## src/rtl/mapper_load_sequencer_if.sv

```systemverilog
// Hypervisor write handshake into the mapper load sequencer.
// master = hypervisor side, slave = sequencer side.
interface mapper_load_sequencer_if;
  logic       hyp_wr_valid;
  logic       hyp_wr_ready;
  logic [1:0] hyp_wr_sel;
  logic       hyp_wr_map_sel;
  logic [7:0] hyp_wr_data;

  modport master (output hyp_wr_valid, hyp_wr_sel, hyp_wr_map_sel, hyp_wr_data,
                  input  hyp_wr_ready);
  modport slave  (input  hyp_wr_valid, hyp_wr_sel, hyp_wr_map_sel, hyp_wr_data,
                  output hyp_wr_ready);
endinterface

```

## src/rtl/mapper_load_sequencer.sv

```systemverilog
// Sequences CPU MAP loads and queued hypervisor writes into the 4510 user mapper.
// Optional MAPSEQ_COALESCE_EN: same-register pushes overwrite the queue tail.
module mapper_load_sequencer #(
  parameter int FIFO_DEPTH = 4,
  parameter int CNT_W      = 3
) (
  input  logic                   clk,
  input  logic                   reset,
  input  logic                   cpu_map_active_i,
  input  logic                   cpu_load_a_i,
  input  logic                   cpu_load_x_i,
  input  logic                   cpu_load_y_i,
  input  logic                   cpu_load_z_i,
  input  logic                   cpu_load_map_sel_i,
  input  logic [7:0]             cpu_data_i,
  mapper_load_sequencer_if.slave hyp,
  input  logic                   mapper_busy_i,
  output logic                   load_a_o,
  output logic                   load_x_o,
  output logic                   load_y_o,
  output logic                   load_z_o,
  output logic                   load_map_sel_o,
  output logic [7:0]             map_data_o,
  output logic                   cpu_hold_o,
  output logic [CNT_W-1:0]       fifo_count_o
);
  localparam int PTR_W = $clog2(FIFO_DEPTH);

  typedef struct packed {
    logic [1:0] sel;
    logic       map_sel;
    logic [7:0] data;
  } entry_t;

  typedef enum logic [1:0] {IDLE, CPU_MAP, DRAIN, WAIT_REFRESH} state_t;

  state_t           state_q, state_d;
  entry_t           mem_q [FIFO_DEPTH];
  logic [PTR_W-1:0] wr_ptr_q, rd_ptr_q, tail_idx;
  logic [CNT_W-1:0] count_q;
  logic             first_q, first_d;
  logic             zseen_q, zseen_d;
  logic             pend_vld_q;
  entry_t           pend_q, head, new_e;
  logic             full, pop, push, alloc, coal, tail_match;
  logic             cpu_path, cpu_any;

  assign head     = mem_q[rd_ptr_q];
  assign tail_idx = wr_ptr_q - PTR_W'(1);
  assign full     = (count_q == CNT_W'(FIFO_DEPTH));
  assign pop      = (state_q == DRAIN) && !cpu_map_active_i && (count_q != '0);
  assign new_e    = '{sel: hyp.hyp_wr_sel, map_sel: hyp.hyp_wr_map_sel, data: hyp.hyp_wr_data};

`ifdef MAPSEQ_COALESCE_EN
  entry_t tail;
  assign tail = mem_q[tail_idx];
  // Z writes trigger a refresh each, so they must never merge; the tail
  // is off-limits once it is the entry leaving this cycle.
  assign tail_match = (count_q != '0) && (new_e.sel == tail.sel) &&
                      (new_e.map_sel == tail.map_sel) && (new_e.sel != 2'd0) &&
                      !(pop && (count_q == CNT_W'(1)));
`else
  assign tail_match = 1'b0;
`endif

  assign hyp.hyp_wr_ready = !full || tail_match;
  assign push  = hyp.hyp_wr_valid && hyp.hyp_wr_ready;
  assign coal  = push && tail_match;
  assign alloc = push && !tail_match;

  always_ff @(posedge clk) begin
    if (alloc)     mem_q[wr_ptr_q]      <= new_e;
    else if (coal) mem_q[tail_idx].data <= new_e.data;
  end

  always_ff @(posedge clk) begin
    if (reset) begin
      state_q    <= IDLE;
      wr_ptr_q   <= '0;
      rd_ptr_q   <= '0;
      count_q    <= '0;
      first_q    <= 1'b0;
      zseen_q    <= 1'b0;
      pend_vld_q <= 1'b0;
      pend_q     <= '0;
    end else begin
      state_q    <= state_d;
      first_q    <= first_d;
      zseen_q    <= zseen_d;
      pend_vld_q <= pop;
      if (pop)   pend_q   <= head;
      if (alloc) wr_ptr_q <= wr_ptr_q + PTR_W'(1);
      if (pop)   rd_ptr_q <= rd_ptr_q + PTR_W'(1);
      count_q <= count_q + CNT_W'(alloc) - CNT_W'(pop);
    end
  end

  always_comb begin
    state_d = state_q;
    first_d = 1'b0;
    zseen_d = zseen_q;
    case (state_q)
      IDLE: begin
        zseen_d = 1'b0;
        if (cpu_map_active_i) begin
          state_d = CPU_MAP;
          zseen_d = cpu_load_z_i;
        end else if ((count_q != '0) && !mapper_busy_i) begin
          state_d = DRAIN;
        end
      end
      CPU_MAP: begin
        if (cpu_load_z_i) zseen_d = 1'b1;
        if (!cpu_map_active_i) begin
          if (zseen_q || cpu_load_z_i) begin
            state_d = WAIT_REFRESH;
            first_d = 1'b1;
          end else begin
            state_d = IDLE;
          end
        end
      end
      DRAIN: begin
        if (cpu_map_active_i) begin
          state_d = CPU_MAP;
          zseen_d = 1'b0;
        end else if (pop && (head.sel == 2'd0)) begin
          state_d = WAIT_REFRESH;
          first_d = 1'b1;
        end else if (count_q == '0) begin
          state_d = IDLE;
        end
      end
      WAIT_REFRESH: begin
        // busy only rises the cycle after load_z, so the first cycle cannot trust it
        if (!first_q && !mapper_busy_i) state_d = IDLE;
      end
      default: state_d = IDLE;
    endcase
  end

  assign cpu_path = (state_q == CPU_MAP) || ((state_q == IDLE) && cpu_map_active_i);
  assign cpu_any  = cpu_load_a_i | cpu_load_x_i | cpu_load_y_i | cpu_load_z_i;

  always_comb begin
    load_a_o       = 1'b0;
    load_x_o       = 1'b0;
    load_y_o       = 1'b0;
    load_z_o       = 1'b0;
    load_map_sel_o = 1'b0;
    map_data_o     = 8'h00;
    // a pending popped entry yields only to an actual CPU strobe
    if (cpu_path && (cpu_any || !pend_vld_q)) begin
      load_a_o       = cpu_load_a_i;
      load_x_o       = cpu_load_x_i;
      load_y_o       = cpu_load_y_i;
      load_z_o       = cpu_load_z_i;
      load_map_sel_o = cpu_load_map_sel_i;
      map_data_o     = cpu_data_i;
    end else if (pend_vld_q) begin
      load_a_o       = (pend_q.sel == 2'd3);
      load_x_o       = (pend_q.sel == 2'd2);
      load_y_o       = (pend_q.sel == 2'd1);
      load_z_o       = (pend_q.sel == 2'd0);
      load_map_sel_o = pend_q.map_sel;
      map_data_o     = pend_q.data;
    end
  end

  assign cpu_hold_o   = mapper_busy_i || (state_q == WAIT_REFRESH) || (state_q == DRAIN);
  assign fifo_count_o = count_q;
endmodule

```

## src/flat_wrapper.sv

```systemverilog
// flat-port wrapper written by rule: the top's interface ports become plain ports
module mapper_load_sequencer_flat 
#(
  parameter int FIFO_DEPTH = 4,
  parameter int CNT_W      = 3
)
  (clk, reset, cpu_map_active_i, cpu_load_a_i, cpu_load_x_i, cpu_load_y_i, cpu_load_z_i, cpu_load_map_sel_i, cpu_data_i, mapper_busy_i, load_a_o, load_x_o, load_y_o, load_z_o, load_map_sel_o, map_data_o, cpu_hold_o, fifo_count_o, hyp_hyp_wr_valid, hyp_hyp_wr_sel, hyp_hyp_wr_map_sel, hyp_hyp_wr_data, hyp_hyp_wr_ready);
  mapper_load_sequencer_if hyp_i ();
  input  logic clk;
  input  logic reset;
  input  logic cpu_map_active_i;
  input  logic cpu_load_a_i;
  input  logic cpu_load_x_i;
  input  logic cpu_load_y_i;
  input  logic cpu_load_z_i;
  input  logic cpu_load_map_sel_i;
  input  logic [7:0] cpu_data_i;
  input  logic mapper_busy_i;
  output logic load_a_o;
  output logic load_x_o;
  output logic load_y_o;
  output logic load_z_o;
  output logic load_map_sel_o;
  output logic [7:0] map_data_o;
  output logic cpu_hold_o;
  output logic [CNT_W-1:0] fifo_count_o;
  input wire logic [$bits(hyp_i.hyp_wr_valid)-1:0] hyp_hyp_wr_valid;
  input wire logic [$bits(hyp_i.hyp_wr_sel)-1:0] hyp_hyp_wr_sel;
  input wire logic [$bits(hyp_i.hyp_wr_map_sel)-1:0] hyp_hyp_wr_map_sel;
  input wire logic [$bits(hyp_i.hyp_wr_data)-1:0] hyp_hyp_wr_data;
  output wire logic [$bits(hyp_i.hyp_wr_ready)-1:0] hyp_hyp_wr_ready;
  assign hyp_i.hyp_wr_valid = hyp_hyp_wr_valid;
  assign hyp_i.hyp_wr_sel = hyp_hyp_wr_sel;
  assign hyp_i.hyp_wr_map_sel = hyp_hyp_wr_map_sel;
  assign hyp_i.hyp_wr_data = hyp_hyp_wr_data;
  assign hyp_hyp_wr_ready = hyp_i.hyp_wr_ready;
  mapper_load_sequencer #(.FIFO_DEPTH(FIFO_DEPTH), .CNT_W(CNT_W)) u_core (.clk(clk), .reset(reset), .cpu_map_active_i(cpu_map_active_i), .cpu_load_a_i(cpu_load_a_i), .cpu_load_x_i(cpu_load_x_i), .cpu_load_y_i(cpu_load_y_i), .cpu_load_z_i(cpu_load_z_i), .cpu_load_map_sel_i(cpu_load_map_sel_i), .cpu_data_i(cpu_data_i), .hyp(hyp_i), .mapper_busy_i(mapper_busy_i), .load_a_o(load_a_o), .load_x_o(load_x_o), .load_y_o(load_y_o), .load_z_o(load_z_o), .load_map_sel_o(load_map_sel_o), .map_data_o(map_data_o), .cpu_hold_o(cpu_hold_o), .fifo_count_o(fifo_count_o));
endmodule
```

## config.mk

```make
export PLATFORM = sky130hd
export DESIGN_NAME = mapper_load_sequencer_flat
export DESIGN_NICKNAME = d
export VERILOG_FILES = /design/src/rtl/mapper_load_sequencer_if.sv /design/src/rtl/mapper_load_sequencer.sv /design/src/flat_wrapper.sv
export SDC_FILE = /design/constraint.sdc
export NUM_CORES = 1
export LEC_CHECK = 0
export BUFFER_PORTS_ARGS = -buffer_cell sky130_fd_sc_hd__buf_4
export CORE_MARGIN = 5
export CORE_UTILIZATION = 58
export CTS_BUF_LIST = sky130_fd_sc_hd__clkbuf_4
export DETAILED_ROUTE_END_ITERATION = 8
export PLACE_DENSITY = 0.81
export SYNTH_ARGS = -nofsm -noshare
export SYNTH_HDL_FRONTEND = slang
export SYNTH_SLANG_ARGS = --single-unit
```

## constraint.sdc

```tcl
create_clock -name clk -period 3 [get_ports clk]
set_clock_uncertainty 0.1 [all_clocks]
set_input_delay 0.15 -clock clk [delete_from_list [all_inputs] [get_ports clk]]
set_output_delay 0.15 -clock clk [all_outputs]
set_load 0.005 [all_outputs]
```

==> results.json <==
{
  "min_period_ns": 2.71,
  "clock_power_share_pct": 28.3,
  "worstMarginPinSlew_ns": 0.582,
  "muxShareOfSynthArea_pct": 9.85,
  "synthAdderAreaFrac_pct": 5.63,
  "synth_ff_type": "edfxtp_1",
  "grt_setup_unrepaired": "no",
  "p_leak_nw": 1.43,
  "core_area_sq_um": 5070,
  "clkLatencyLatePin_ns": 0.41,
  "avgSynthCellArea_sq_um": 12.5,
  "switching_share_pct": 28.2,
  "timing_worst_setup_path_type": "flop to flop",
  "r2r_setup_slack_ns": 0.29,
  "arrival_ns": 2.91,
  "rr_endpoint": "u_core.fifo_count_o[2]",
  "ys_ff_latch": 69,
  "use_met3_pct": 4.23,
  "p_int_mw": 1.91,
  "drc_errors": 0,
  "synth_cells": 241,
  "relSlewSlack_pct": 61.2,
  "fmax_ghz": 0.368,
  "vias": 1991,
  "r2r-start": "u_core.state_q[0]",
  "dp_slack_ns": 0.321,
  "numCtsBuffers": 9,
  "diodes": 0,
  "setup.worst_path.start_class": "flop",
  "status": "finished clean",
  "clkSlewWorstSetupHoldPaths_ns": 0.12,
  "finalCritPeriodShare_pct": 90.5,
  "grt_use_met2_pct": 31.0,
  "grt_max_degree": 26,
  "grt_pass1_wl_um": 9360,
  "power_frac_seq_pct": 45.2,
  "rows": 26,
  "min_path_type": "input port to flop",
  "clockRootBuffer": "clkbuf_4",
  "powerDensity_nw_per_um2": 707,
  "hp-start": "cpu_map_active_i",
  "clkSinkCount": 69,
  "die_y_um": 82.2,
  "syn-num-nets": 283,
  "grt_busiest_layer": "met2",
  "routabilityCongestion": 0.812,
  "synthesis.area_sq_um": 3020,
  "synth_edf_count": 44,
  "grt-ovfl-total": 0,
  "hold_violations": 0,
  "reg2reg_depth": 13,
  "viasPerCell": 5.21,
  "cts_hold_buf": 15,
  "syn_to_final_growth_pct": 24.8,
  "fin_ws_ns": 0.286,
  "drive_gt1_share_pct": 23.7,
  "synth_top_family_by_area": "simple AND/OR/NAND/NOR gates",
  "ys_seq_area_share_pct": 60.3,
  "die_area_sq_um": 6760,
  "timing.setup.tns_ns": 0,
  "yosysWarnings": 0,
  "post_cts_buffers": 0,
  "synth-compound-area-share_pct": 8.07,
  "min_to": "u_core.state_q[1]",
  "cap_violations": 0,
  "boundaryPins": 47,
  "port_buffers": 46,
  "use_met1_pct": 23.8,
  "p_comb_share_pct": 26.5,
  "routedWlPerCell_um": 14.9,
  "synthDistinctLibCells": 41,
  "hpwlAfterDp_um": 4070,
  "nNetsFinal": 349,
  "critPathMaxFanout": 5,
  "antenna_left": 0,
  "synth_xor_area_share_pct": 1.45,
  "cts_resized": 0,
  "ys_async_sr_fraction_pct": 0,
  "min_path_cells": 3,
  "grt_usage_pct": 18.8,
  "routed_wl_um": 5700,
  "start_util_pct": 59.6,
  "cts_tree": "built",
  "cts_max_level": 3,
  "power.switching_uw": 753,
  "antenna_found_initial": 0,
  "cts_buffer_depth": 2,
  "grt_pass1_vias": 2020,
  "drtIter0Drc": 128,
  "slew_viol_final": 0,
  "end_kind": "flop",
  "synth-simple-area-share_pct": 11.8,
  "peakVddDrop_mv": 0.446,
  "worstPathRequired_ns": 3.20,
  "die_w_um": 82.2,
  "setup_viol": 0,
  "first_pass_iters": 4
}
[worst max path at each step]
stage / slack, ns / start / cells after the start / to
2_1_floorplan: 0.33 / u_core.state_q[0] / 14 / u_core.fifo_count_o[2]
3_3_place_gp: 0.51 / u_core.state_q[0] / 13 / u_core.fifo_count_o[2]
3_5_place_dp: 0.32 / u_core.state_q[0] / 13 / u_core.fifo_count_o[2]
4_1_cts: 0.29 / u_core.state_q[0] / 13 / u_core.fifo_count_o[2]
5_1_grt: 0.05 / u_core.state_q[0] / 13 / u_core.fifo_count_o[2]
6_report: 0.29 / u_core.state_q[0] / 13 / u_core.fifo_count_o[2]
[placed cells by master, fill, tap and decap left out, types with 3 or more instances in the layout]
| master | instances |
|---|---|
| mux4_1 | 8 |
| edfxtp_1 | 44 |
| nor2_1 | 11 |
| and2_1 | 5 |
| o21ai_1 | 12 |
| nor2b_1 | 4 |
| dlygate4sd3_1 | 15 |
| xnor2_1 | 3 |
| mux4_2 | 3 |
| ha_1 | 12 |
| buf_4 | 50 |
| inv_1 | 10 |
| dfxtp_1 | 25 |
| clkbuf_4 | 10 |
| nand2_1 | 48 |
| bufinv_16 | 3 |
| a21oi_1 | 15 |
[worst max-delay path: stages (launching register included)]
cell and delay [ns]:
dfxtp_1 0.37, inv_1 0.12, ha_1 0.22, nor2b_1 0.32, nand2_1 0.15, inv_2 0.07
ha_1 0.22, inv_1 0.07, ha_1 0.13, inv_1 0.05, fa_1 0.37, xor2_1 0.18
xnor2_1 0.15, nor2_1 0.06
[synth_stat cells (3+ instances only)]
cell type,count,area [sq um]
mux4_1,8,210
nor2_1,11,41.3
buf_2,3,15.0
xnor2_1,3,26.3
and2_1,5,31.3
clkbuf_1,6,22.5
a21oi_1,15,75.1
edfxtp_1,44,1320
o21ai_1,12,60.1
nor2b_1,4,25.0
mux4_2,3,67.6
ha_1,12,150
dfxtp_1,25,500
inv_1,10,37.5
nand2_1,48,180
[per-layer routing]
| metal | wire length (um) | part of all wire, % | vias to the layer above |
|---|---|---|---|
| met4 | 109 | 1.9 | 0 |
| met2 | 2720 | 48 | 65 |
| li1 | - | - | 1003 |
| met3 | 368 | 6.5 | 10 |
| met5 | 0 | 0 | - |
| met1 | 2500 | 44 | 913 |
[through the flow]
step	hold WS (ns)	area (sq um)	power, mW	util [%]	cells
2_1_floorplan	0.149	3020	1.65	-	241
3_3_place_gp	0.250	3440	1.88	67.7	351
3_5_place_dp	0.253	3440	1.91	67.7	351
4_1_cts	0.00886	3770	2.68	74.4	382
5_1_grt	0.0396	3770	2.82	74.4	382
6_report	0.0462	3770	2.67	74.4	382
[kinds of logic after synthesis]
group	count (synthesis)
adders and majority gates	13
xor gates and xnor gates	5
AOI/OAI and AO/OA	40
DFF	69
muxes	13
buffers and inverters	21
and+or+nand+nor	80
[state kept, by name, summed over array words and instances (netlist names), named ones only]
register,flops
u_core.first_q,1
u_core.wr_ptr_q,2
u_core.pend_q,11
u_core.fifo_count_o,3
u_core.rd_ptr_q,2
u_core.pend_vld_q,1
u_core.state_q,2
u_core.mem_q,44
u_core.zseen_q,1
[final cells by class]
| cell class | instances | area (sq um) |
|---|---|---|
| clock inverters | 6 | 111 |
| well taps | 70 | 87.6 |
| clock buffers | 10 | 75.1 |
| repair buffers | 65 | 526 |
| fillers | 366 | 1300 |
| multi-input cells | 151 | 1110 |
| inverters | 11 | 41.3 |
| flip-flops and latches | 69 | 1820 |
[power groups by stage]
stage / logic (mW) / clock network (mW) / registers [mW]
global route: 0.789 / 0.811 / 1.22
detailed placement: 0.684 / 0 / 1.23
global placement: 0.660 / 0 / 1.22
CTS: 0.711 / 0.767 / 1.21
finish: 0.705 / 0.756 / 1.21
floorplan: 0.451 / 0 / 1.20
(Power assumes the default switching activity.)
